## src/rtl/mc_pc_unit.sv

```systemverilog
// mc_pc_unit: multicycle CPU program counter, next-PC select and branch-target latch.
module mc_pc_unit #(
    parameter logic [31:0] RESET_VECTOR = 32'h0000_0000
) (
    input  logic        i_clk,
    input  logic        i_rst_n,
    output logic [31:0] o_pc,
    input  logic [31:0] i_pc_plus4,
    input  logic        i_pc_write,
    input  logic        i_pc_write_cond,
    input  logic        i_zero,
    input  logic        i_branch_ne,
    input  logic [1:0]  i_pc_src,
    input  logic        i_target_load,
    input  logic [15:0] i_imm,
    input  logic [25:0] i_jump_idx,
    input  logic [31:0] i_reg_target,
    output logic [31:0] o_branch_target,
    output logic [31:0] o_old_pc,
    output logic        o_taken,
    output logic        o_misalign
);
    if (RESET_VECTOR[1:0] != 2'b00) begin : g_align_chk
        $error("mc_pc_unit: RESET_VECTOR must be word aligned");
    end
    logic [31:0] r_pc, r_bt, r_old;
    logic        r_taken, r_mis;
    logic [31:0] w_cand;
    logic        w_we, w_ok;
    always_comb begin
        w_cand = i_pc_src == 2'b00 ? i_pc_plus4 :
                 i_pc_src == 2'b01 ? r_bt :
                 i_pc_src == 2'b10 ? {r_pc[31:28], i_jump_idx, 2'b00} : i_reg_target;
        w_we   = i_pc_write | (i_pc_write_cond & (i_zero ^ i_branch_ne));
        w_ok   = w_we & (w_cand[1:0] == 2'b00);
    end
    always_ff @(posedge i_clk) begin
        if (!i_rst_n) begin
            r_pc    <= RESET_VECTOR;
            r_bt    <= '0;
            r_old   <= '0;
            r_taken <= 1'b0;
            r_mis   <= 1'b0;
        end else begin
            r_taken <= w_ok & ~i_pc_write;
            if (w_we & ~w_ok)
                r_mis <= 1'b1;
            if (w_ok)
                r_pc <= w_cand;
            if (w_ok & i_pc_write & (i_pc_src == 2'b00))
                r_old <= r_pc;
            // target is computed from the pre-edge PC, even when the PC is written this cycle
            if (i_target_load)
                r_bt <= r_pc + {{14{i_imm[15]}}, i_imm, 2'b00};
        end
    end
    assign o_pc            = r_pc;
    assign o_branch_target = r_bt;
    assign o_old_pc        = r_old;
    assign o_taken         = r_taken;
    assign o_misalign      = r_mis;
endmodule

```

## config.mk

```make
export PLATFORM = sky130hd
export DESIGN_NAME = mc_pc_unit
export DESIGN_NICKNAME = d
export VERILOG_FILES = /design/src/rtl/mc_pc_unit.sv
export SDC_FILE = /design/constraint.sdc
export NUM_CORES = 1
export LEC_CHECK = 0
export ABC_AREA = 1
export CORE_MARGIN = 8
export CORE_UTILIZATION = 48
export DETAILED_ROUTE_END_ITERATION = 10
export PLACE_DENSITY = 0.82
export SYNTH_ARGS = -nofsm -noshare
export SYNTH_HDL_FRONTEND = slang
export SYNTH_SLANG_ARGS = --single-unit
```

## constraint.sdc

```tcl
create_clock -name i_clk -period 2.4 [get_ports i_clk]
set_input_delay 0.72 -clock i_clk [delete_from_list [all_inputs] [get_ports i_clk]]
set_output_delay 0.72 -clock i_clk [all_outputs]
set_load 0.03 [all_outputs]
```

==> flow_summary.toml <==
[min_path]
min_to = "o_old_pc[16]$_SDFFE_PN0P_"
holdCritStartpoint = "o_old_pc[16]$_SDFFE_PN0P_"
hold_depth = 2
hp-class = "register to register"

[setup_path]
slowest_delay_ns = 0.52
crit_chain = "clkdlybuf4s50_1 -> ha_1 -> nand3_1 -> nand3_2 -> nand3_1 -> nand3b_1 -> nand2_1 -> nand2_1 -> nand2_1 -> nand3_1 -> nand2_1 -> inv_1"
critPathMostFrequentCell = "nand2_1"
r2r_cells = 12
cp-start-kind = "primary input"
critPathSlowestCell = "clkdlybuf4s50_1"
path_max_fanout = 3
crit_family = "simple AND/OR/NAND/NOR gates"
worstPathRequired_ns = 2.63
arrival_ns = 2.61
r2r_end = "o_branch_target[21]$_SDFFE_PN0P_"
end_kind = "register"
path_class = "primary input to register"
timing.reg2reg.setup_slack_ns = 0.33
r2r_start = "o_pc[10]$_SDFFE_PN0P_"
critPathBufInv = 2

[die]
initial_core_util = 0.487
core_area_um2 = 13800
dieArea_um2 = 18000
top_level_ports = 213
die_h_um = 134
num_rows = 43
die_x_um = 134

[job]
drv_cap = 0

[yosys]
ys_top_cells_by_count = "282 x nand2_1, 174 x inv_1, 144 x nor2_1, 113 x a21oi_1, 98 x dfxtp_1"
ys.flop_type = "dfxtp_1"
yosysTopAreaCell = "dfxtp_1"
syn_inst = 1098
synth_top_area_share = 0.293
synth_area_um2 = 6710
avgSynthCellArea_um2 = 6.11
muxShareOfSynthArea = 0
yosys.area_share.simple = 0.294
yosysWarnings = 0
async_reset_ff_frac = 0
synth-compound-area-share = 0.191
synth_seq_cells = 98
seq_area_frac_synth = 0.293
synth_fa_ha_area_frac = 0.0571
synth_area_leaders = "dfxtp_1 29%, nand2_1 16%, inv_1 9.7%"
yosysUniqueCellTypes = 38
synth_xor_area_frac = 0.0209
synth-edff-count = 0
syn_nets = 1243
synth_most_common_cell = "nand2_1"
synth_top_family_by_area = "simple AND/OR/NAND/NOR gates"

[timing]
finalCritPeriodShare = 0.992
maxSlewHeadroom = 0.596
max_freq_mhz = 420
rsz0062_at_grt = "true"
whs_ns = 0.444
hold_violations = 0
worst_slew_pin_slew_ns = 0.607
skew_ns = 0.0153
final-setup-viol-count = 0
drv_slew = 0
period_minus_slack_ns = 2.38

[placed_design]
dp_cells = 1535
dpl.hpwl_um = 20200
port_buffers = 212
place.gp.congestion = 1.00

[cts]
cts_tree = "done"
clk_latency_ns = 0.34
cts_buffers = 9
cts_root_buf = "clkbuf_16"
cts_buffer_depth = 2
path_clk_slew_ns = 0.07
cts.sinks = 98
htreeDepth = 3

[global_route]
antenna_found_initial = 0
grtUsageTotal = 0.264
grt_max_degree = 69
grt_pass1_wl_um = 38000
grt_pass1_vias = 7374
overflow = 0

[power_and_ir_drop]
irDropWorstVdd_mv = 0.381
total_power_mw = 5.75
p_leak_nw = 4.91
powerDensity_nw_per_um2 = 565

[drt]
avgRoutedWirePerCell_um = 16.4
num_vias = 7948
post_drt_via_cell_ratio = 5.12
dr.pass1.iters = 6
drt_iter0_markers = 737
drt_wl_total_um = 25400
ant_nets = 0
drcViolationCount = 0

[final_layout]
areaGrowthSynthToFinish_pct = 52.0
fillCellCount = 1109
fin_nets = 1512
antenna_cells = 0
layoutNonFillerInstCount = 1552
drive_gt1_frac = 0.143

[run_status]
status = "finished, final reports clean"
## cell usage in the layout (no fill, tap or decap), types with 11 or more instances in the layout
master,instances
a21oi_2,22
buf_4,78
nand2_2,16
ha_1,15
o21ai_1,55
nor2_2,15
ha_4,13
nand3_1,32
a21oi_1,105
clkdlybuf4s50_1,208
dfxtp_1,98
xor2_1,12
inv_1,172
nand2_1,266
o21ai_0,52
nor2_1,128
nor3_1,11
## stage by stage
step | setup WS [ns] | setup TNS, ns | cell area [um^2] | util
finish | 0.0195 | 0 | 10200 | 0.740
global route | -0.102 | -0.325 | 10200 | 0.740
CTS | 0.00420 | 0 | 9860 | 0.716
detailed placement | -0.450 | -10.59 | 9530 | 0.692
global placement | -0.405 | -8.07 | 9530 | 0.692
floorplan | 0.165 | 0 | 6710 | -
## state kept, by name, indices dropped and copies added, names as in the netlist
name and flops:
o_taken 1, o_old_pc 32, o_pc 32, o_misalign 1, o_branch_target 32
## cell type report
class / instances / area (um^2) / area share
Clock buffer: 10 / 229 / 0.0225
Sequential cell: 98 / 1960 / 0.193
Timing Repair Buffer: 300 / 2900 / 0.285
Inverter: 180 / 686 / 0.0673
Multi-Input combinational cell: 778 / 4110 / 0.404
Tap cell: 180 / 225 / 0.0221
Clock inverter: 6 / 72.6 / 0.00712
## how the worst max path moves through the flow
stage / from / to / slack (ns) / cells past startpoint
6_report: i_imm[1] / o_branch_target[21]$_SDFFE_PN0P_ / 0.02 / 12
4_1_cts: i_imm[15] / o_branch_target[24]$_SDFFE_PN0P_ / 0.004 / 12
2_1_floorplan: i_imm[0] / o_branch_target[18]$_SDFFE_PN0P_ / 0.16 / 14
3_5_place_dp: i_imm[0] / o_branch_target[30]$_SDFFE_PN0P_ / -0.45 / 14
5_1_grt: i_imm[5] / o_branch_target[24]$_SDFFE_PN0P_ / -0.10 / 12
3_3_place_gp: i_imm[0] / o_branch_target[30]$_SDFFE_PN0P_ / -0.41 / 14
## what timing repair did
item	4_1_cts	5_1_grt
pin swaps	1	9
buffers inserted	0	0
gates resized for setup	8	73
cloned	0	1
hold buffers	0	0
setup endpoints to repair	11	20
## where the power goes
| group | total, mW | internal (mW) | switching, mW |
|---|---|---|---|
| Sequential | 1.97 | 1.76 | 0.208 |
| Combinational | 2.30 | 1.04 | 1.27 |
| Clock | 1.48 | 0.825 | 0.655 |
## per-layer routing
| metal | global-route usage | vias up | share of wire |
|---|---|---|---|
| met5 | 0 | - | 0 |
| met4 | 0.0774 | 0 | 0.026 |
| met3 | 0.0340 | 50 | 0.075 |
| met2 | 0.454 | 323 | 0.48 |
| met1 | 0.336 | 3593 | 0.42 |
| li1 | - | 3982 | - |
## kinds of logic (layout without fill, tap and decap cells)
logic type	count (synthesis)	in the layout
AO/OA/AOI/OAI	241	241
XOR/XNOR	16	16
adder cells (fa/ha/maj)	30	30
buffers and inverters	222	496
flip-flops	98	98
AND/OR/NAND/NOR	491	491
## worst reg2reg max path, cell delays in order (launching register included)
cell and delay, ns:
dfxtp_1 0.55, ha_4 0.29, nand2_1 0.08, nand2_1 0.08, nand2_1 0.07, nand2_1 0.06
nand3b_1 0.30, nand2_1 0.16, nand2_1 0.06, nand2_1 0.06, nand3_1 0.14, nand2_1 0.11
inv_1 0.04
Power figures use the tool's default switching activity.
==> RTL change 1, RTL diff (config.mk and constraints unchanged) <==
Register the output `o_branch_target` once more, cleared by the reset; this adds one clock of latency there. The other outputs are not delayed to match.
--- a/src/rtl/mc_pc_unit.sv
+++ b/src/rtl/mc_pc_unit.sv
@@ -55,7 +55,13 @@
         end
     end
     assign o_pc            = r_pc;
-    assign o_branch_target = r_bt;
+    always_ff @(posedge i_clk) begin
+        if (!i_rst_n) begin
+            o_branch_target <= '0;
+        end else begin
+            o_branch_target <= r_bt;
+        end
+    end
     assign o_old_pc        = r_old;
     assign o_taken         = r_taken;
     assign o_misalign      = r_mis;
Behaviour: not the same (a bounded check fails within 4 cycles, from zero or initial values and one cycle with i_rst_n low).
==> RTL change 1 against the unedited design <==
  * Synthesized area rose by 12%
  * Sequential cell count rose by 32
  * Sequential power rose by 29%
  * Wire length rose by 9.1%
  * Non-clock buffer count rose by 3
  * Setup slack got worse by 0.0076 ns
  * Clock skew fell by 0.0087 ns
  * Power rose by 34%
  * Final area rose by 10%
  * Critical endpoint is now o_pc[11]
  * Largest cell class unchanged
  * Largest power group is now clock
==> RTL change 1: results (changes against the unedited design) <==
* Status: finished, final reports clean (unchanged)
* Syn nets at 1,324 (was 1,243)
* Reg2Reg Depth at 14 (was 12)
* WL/cell at 16.5 um (was 16.4 um)
* Sw frac at 0.309 (was 0.370)
* Post-synthesis compound-gate area fraction at 0.169 (was 0.191)
* Largest fanout on the critical path at 4 (was 3)
* Total Nets Final at 1,603 (was 1,512)
* DRT iter0 DRCs at 765 (was 737)
* Clk Latency, worst-skew pair at 0.42 ns (was 0.34 ns)
* Worst slew margin at 0.570 (was 0.596)
* DR vias at 8,542 (was 7,948)
* VDD IR max at 0.000538 V (was 0.000381 V)
* Worst Skew at 0.00664 ns (was 0.0153 ns)
* XOR/XNOR share of the synthesized area at 0.0187 (was 0.0209)
* Critical Path AT at 1.67 ns (was 2.61 ns)
* Worst R2R End: r_bt[18]$_SDFFE_PN0P_ (was o_branch_target[21]$_SDFFE_PN0P_)
* Pin count of the biggest net entering global routing at 53 (was 69)
* Max incr delay on CP at 0.75 ns (was 0.52 ns)
* Post-synthesis cell type count at 34 (was 38)
* First-pass GRT wire length at 42.1 mm (was 38.0 mm)
* Filler cells at 1,183 (was 1,109)
* Synth Area in Adders at 0.0511 (was 0.0571)
* Ranking of synthesized cells by area: dfxtp_1, nand2_1, inv_1, a21oi_1, nor2_1 (unchanged)
* H-Tree Level Count at 4 (was 3)
* Synth cell count leaders: nand2_1, inv_1, dfxtp_1 (was nand2_1, inv_1, nor2_1)
* Vias in the first global route at 8,093 (was 7,374)
* Top cell family by delay on the critical path: buffers and inverters (was simple AND/OR/NAND/NOR gates)
* Port Buf Inserts at 212 (unchanged)
* Pleak at 5.80 nW (was 4.91 nW)
* Share of cells above drive strength 1 at 0.124 (was 0.143)
* Worst r2r src: o_pc[2]$_SDFFE_PN0P_ (was o_pc[10]$_SDFFE_PN0P_)
* Global-route usage over all layers at 0.270 (was 0.264)
* Placer Congestion at 0.959 (was 1.00)
* Flop2flop setup slack at 0.31 ns (was 0.33 ns)
* Num CTS Buffers at 17 (was 9)
* Max clock buf depth at 2 (unchanged)
* Critical Path Start: o_pc[11]$_SDFFE_PN0P_ (was i_imm[1])
* HPWL Detailed at 21.7 mm (was 20.2 mm)
* Clock-pin slew on the worst setup and hold paths at 0.06 ns
* Sequential-to-total area share from yosys stat at 0.347 (was 0.293)
* Post-route setup TNS at 0 ns (unchanged)
* Critical Path End: o_pc[11] (was o_branch_target[21]$_SDFFE_PN0P_)
-- RTL change 1: worst min path at each step --
stage                               from                             end
4_1_cts             r_bt[0]$_SDFFE_PN0P_   o_branch_target[0]$_SDFF_PN0_
2_1_floorplan      r_bt[19]$_SDFFE_PN0P_  o_branch_target[19]$_SDFF_PN0_
5_1_grt         o_old_pc[2]$_SDFFE_PN0P_        o_old_pc[2]$_SDFFE_PN0P_
6_report       o_old_pc[16]$_SDFFE_PN0P_       o_old_pc[16]$_SDFFE_PN0P_
3_3_place_gp        r_bt[0]$_SDFFE_PN0P_   o_branch_target[0]$_SDFF_PN0_
3_5_place_dp    o_old_pc[2]$_SDFFE_PN0P_        o_old_pc[2]$_SDFFE_PN0P_
-- RTL change 1: layer usage --
metal  GRT usage  routed length, um  vias to the layer above
li1            -                  -                     4226
met1       0.328              11400                     3874
met2       0.460              13200                      373
met3      0.0503               2220                       69
met4       0.110                910                        0
met5           0                  0                        -
-- RTL change 1: through the flow --
step | cell area (um2) | instances | setup WS (ns) | hold slack, ns | power [mW]
after global placement | 10400 | 1649 | -0.386 | 0.429 | 4.67
final | 11300 | 1682 | 0.0119 | 0.444 | 7.71
after CTS | 11100 | 1681 | 0.00782 | 0.442 | 7.64
after floorplan | 7500 | 1179 | 0.164 | 0.416 | 3.70
after detailed placement | 10400 | 1649 | -0.403 | 0.435 | 4.72
after global routing | 11300 | 1682 | -0.0950 | 0.451 | 8.03
-- RTL change 1: area by class of cell --
cell class / count / area (um2) / area share
clock buffers: 23 / 508 / 0.0451
flip-flops and latches: 130 / 2600 / 0.231
well taps: 211 / 264 / 0.0234
clock inverters: 9 / 173 / 0.0153
multi-input cells: 790 / 3940 / 0.350
repair buffers: 303 / 2950 / 0.262
inverters: 216 / 818 / 0.0727
-- RTL change 1: power by group through the flow --
stage                     clock (mW)  combinational (mW)  sequential [mW]
after floorplan                    0               0.972             2.73
after CTS                       2.94                2.16             2.53
after global routing            3.04                2.43             2.55
final                           2.93                2.24             2.54
after global placement             0                2.10             2.57
after detailed placement           0                2.14             2.58
-- RTL change 1: repair_timing --
action / 4_1_cts / 5_1_grt
pin swaps: 0 / 3
setup endpoints to repair: 1 / 22
resized for setup: 1 / 41
buffers inserted: 0 / 1
-- RTL change 1: cell families after synthesis --
kind of cell / Yosys count
AO/OA/AOI/OAI: 239
XOR/XNOR: 16
adder cells (fa/ha/maj): 30
buffers and inverters: 259
flip-flops: 130
AND/OR/NAND/NOR: 505
==> RTL change 2, RTL diff (same flow settings) <==
Made on the original files. Reset style: asynchronous (`i_rst_n`), changed in one clocked block.
--- a/src/rtl/mc_pc_unit.sv
+++ b/src/rtl/mc_pc_unit.sv
@@ -34,7 +34,7 @@
         w_we   = i_pc_write | (i_pc_write_cond & (i_zero ^ i_branch_ne));
         w_ok   = w_we & (w_cand[1:0] == 2'b00);
     end
-    always_ff @(posedge i_clk) begin
+    always_ff @(posedge i_clk or negedge i_rst_n) begin
         if (!i_rst_n) begin
             r_pc    <= RESET_VECTOR;
             r_bt    <= '0;
Formal check against the unedited RTL: differs if i_rst_n is asserted again (counterexample within 4 cycles, from zero or initial values and one cycle with i_rst_n low); with i_rst_n held inactive, the same outputs for 10 cycles.
==> RTL change 2 against the unedited design <==
  * Setup slack gained 0.035 ns
  * Critical path depth fell by 11
  * Synthesized area is 2.1% higher
  * Count of clock-buffer cells in the layout is 2 higher
  * Sequential cell count stayed put
  * Wire length shrank 0.62%
  * Critical endpoint is now o_pc[12]
  * Final area about the same
  * Largest cell class unchanged
Power is not compared: it rests on default switching activity, and its combinational part moved more than twofold at a synthesized area within 25%.
==> RTL change 2: results (changes against the unedited design) <==
* Status: finished, final reports clean (unchanged)
* DRT iter0 DRCs at 677 (was 737)
* Sequential-to-total area share from yosys stat at 0.358 (was 0.293)
* Post-synth top area share at 0.358 (was 0.293)
* Share of cells above drive strength 1 at 0.131 (was 0.143)
* WL/cell at 17.1 um (was 16.4 um)
* Top cell family by delay on the critical path: buffers and inverters (was simple AND/OR/NAND/NOR gates)
* Post-synthesis cell type count at 31 (was 38)
* Total Nets Final at 1,433 (was 1,512)
* Critical Path End: o_pc[12] (was o_branch_target[21]$_SDFFE_PN0P_)
* Antenna violations before repair at 0 (unchanged)
* Worst min-delay path class: input pin to async pin (was flip-flop to flip-flop)
* Reg2Reg Depth at 8 (was 12)
* Critical Path AT at 1.63 ns (was 2.61 ns)
* Ranking of synthesized cells by area: dfrtp_1, nand2_1, inv_1, a21oi_1, ha_1 (was dfxtp_1, nand2_1, inv_1, a21oi_1, nor2_1)
* Worst slew margin at 0.696 (was 0.596)
* Pin count of the biggest net entering global routing at 45 (was 69)
* Largest fanout on the critical path at 4 (was 3)
* Critical Path Start: o_pc[12]$_DFFE_PN0P_ (was i_imm[1])
* Worst Skew at 0.00924 ns (was 0.0153 ns)
* Global-route usage over all layers at 0.269 (was 0.264)
* Worst r2r src: o_pc[14]$_DFFE_PN0P_ (was o_pc[10]$_SDFFE_PN0P_)
* Min cycle time layout at 2.35 ns (was 2.38 ns)
* Vias in the first global route at 7,121 (was 7,374)
* Fraction of registers with async set or reset after synthesis at 1.00 (was 0)
* Syn nets at 1,164 (was 1,243)
* First-pass GRT wire length at 38.1 mm (was 38.0 mm)
* Max incr delay on CP at 0.74 ns (was 0.52 ns)
* Synth cell count leaders: nand2_1, inv_1, dfrtp_1 (was nand2_1, inv_1, nor2_1)
* HPWL Detailed at 20.5 mm (was 20.2 mm)
* Placer Congestion at 1.02 (was 1.00)
* Pre-CTS WS at -0.319 ns (was -0.450 ns)
* Worst R2R End: o_branch_target[15]$_DFFE_PN0P_ (was o_branch_target[21]$_SDFFE_PN0P_)
* Routed vias/inst at 5.14 (was 5.12)
==> RTL change 2: cell type report <==
cell class                 count  share of cell area
inverter                     142              0.0523
sequential                    98               0.241
tap                          180              0.0221
multi-input combinational    744               0.369
timing repair buffer         293               0.284
clock buffer                  12              0.0262
clock inverter                 4             0.00540
==> RTL change 2: what timing repair did <==
item | in CTS | in global routing
setup buffers | 0 | 0
hold endpoints to repair | 0 | 0
gates resized for setup | 0 | 28
endpoints found under the setup margin | 0 | 16
==> RTL change 2: metrics by stage <==
stage	setup TNS (ns)	std cells	utilization	instance area [um2]
2_1_floorplan	0	1019	-	6840
5_1_grt	-0.0953	1473	0.734	10200
4_1_cts	0	1472	0.725	10100
3_3_place_gp	-7.07	1456	0.702	9740
6_report	0	1473	0.734	10200
3_5_place_dp	-10.37	1456	0.702	9740
==> RTL change 2: metal layers <==
metal  share of wire  wire length (um)  track usage
met1            0.42             10500        0.344
met2            0.48             12100        0.448
met3           0.078              1970       0.0534
met4           0.025               642       0.0882
met5               0                 0            0
==> RTL change 2: cell families (layout without fill, tap and decap cells) <==
kind of cell / Yosys count / after routing / share of synthesized area
simple gates: 509 / 509 / 0.302
compound gates: 194 / 194 / 0.163
buf+inv: 177 / 451 / 0.107
flops: 98 / 98 / 0.358
fa+ha+maj: 30 / 30 / 0.0559
xor+xnor: 11 / 11 / 0.0141
==> RTL change 2: how the worst min path moves through the flow <==
stage                                                 to  slack [ns]
final                            o_old_pc[4]$_DFFE_PN0P_        0.31
after global routing             o_old_pc[4]$_DFFE_PN0P_        0.33
after CTS                        o_old_pc[4]$_DFFE_PN0P_        0.32
after detailed placement          o_misalign$_DFFE_PN0P_        0.45
after global placement            o_misalign$_DFFE_PN0P_        0.44
after floorplan           o_branch_target[0]$_DFFE_PN0P_        0.42
==> RTL change 2: power by group <==
group | switching [mW] | internal [mW] | leakage [nW]
clock | 0.639 | 0.901 | 0.156
sequential | 0.549 | 2.10 | 1.22
combinational | 2.70 | 1.98 | 3.77
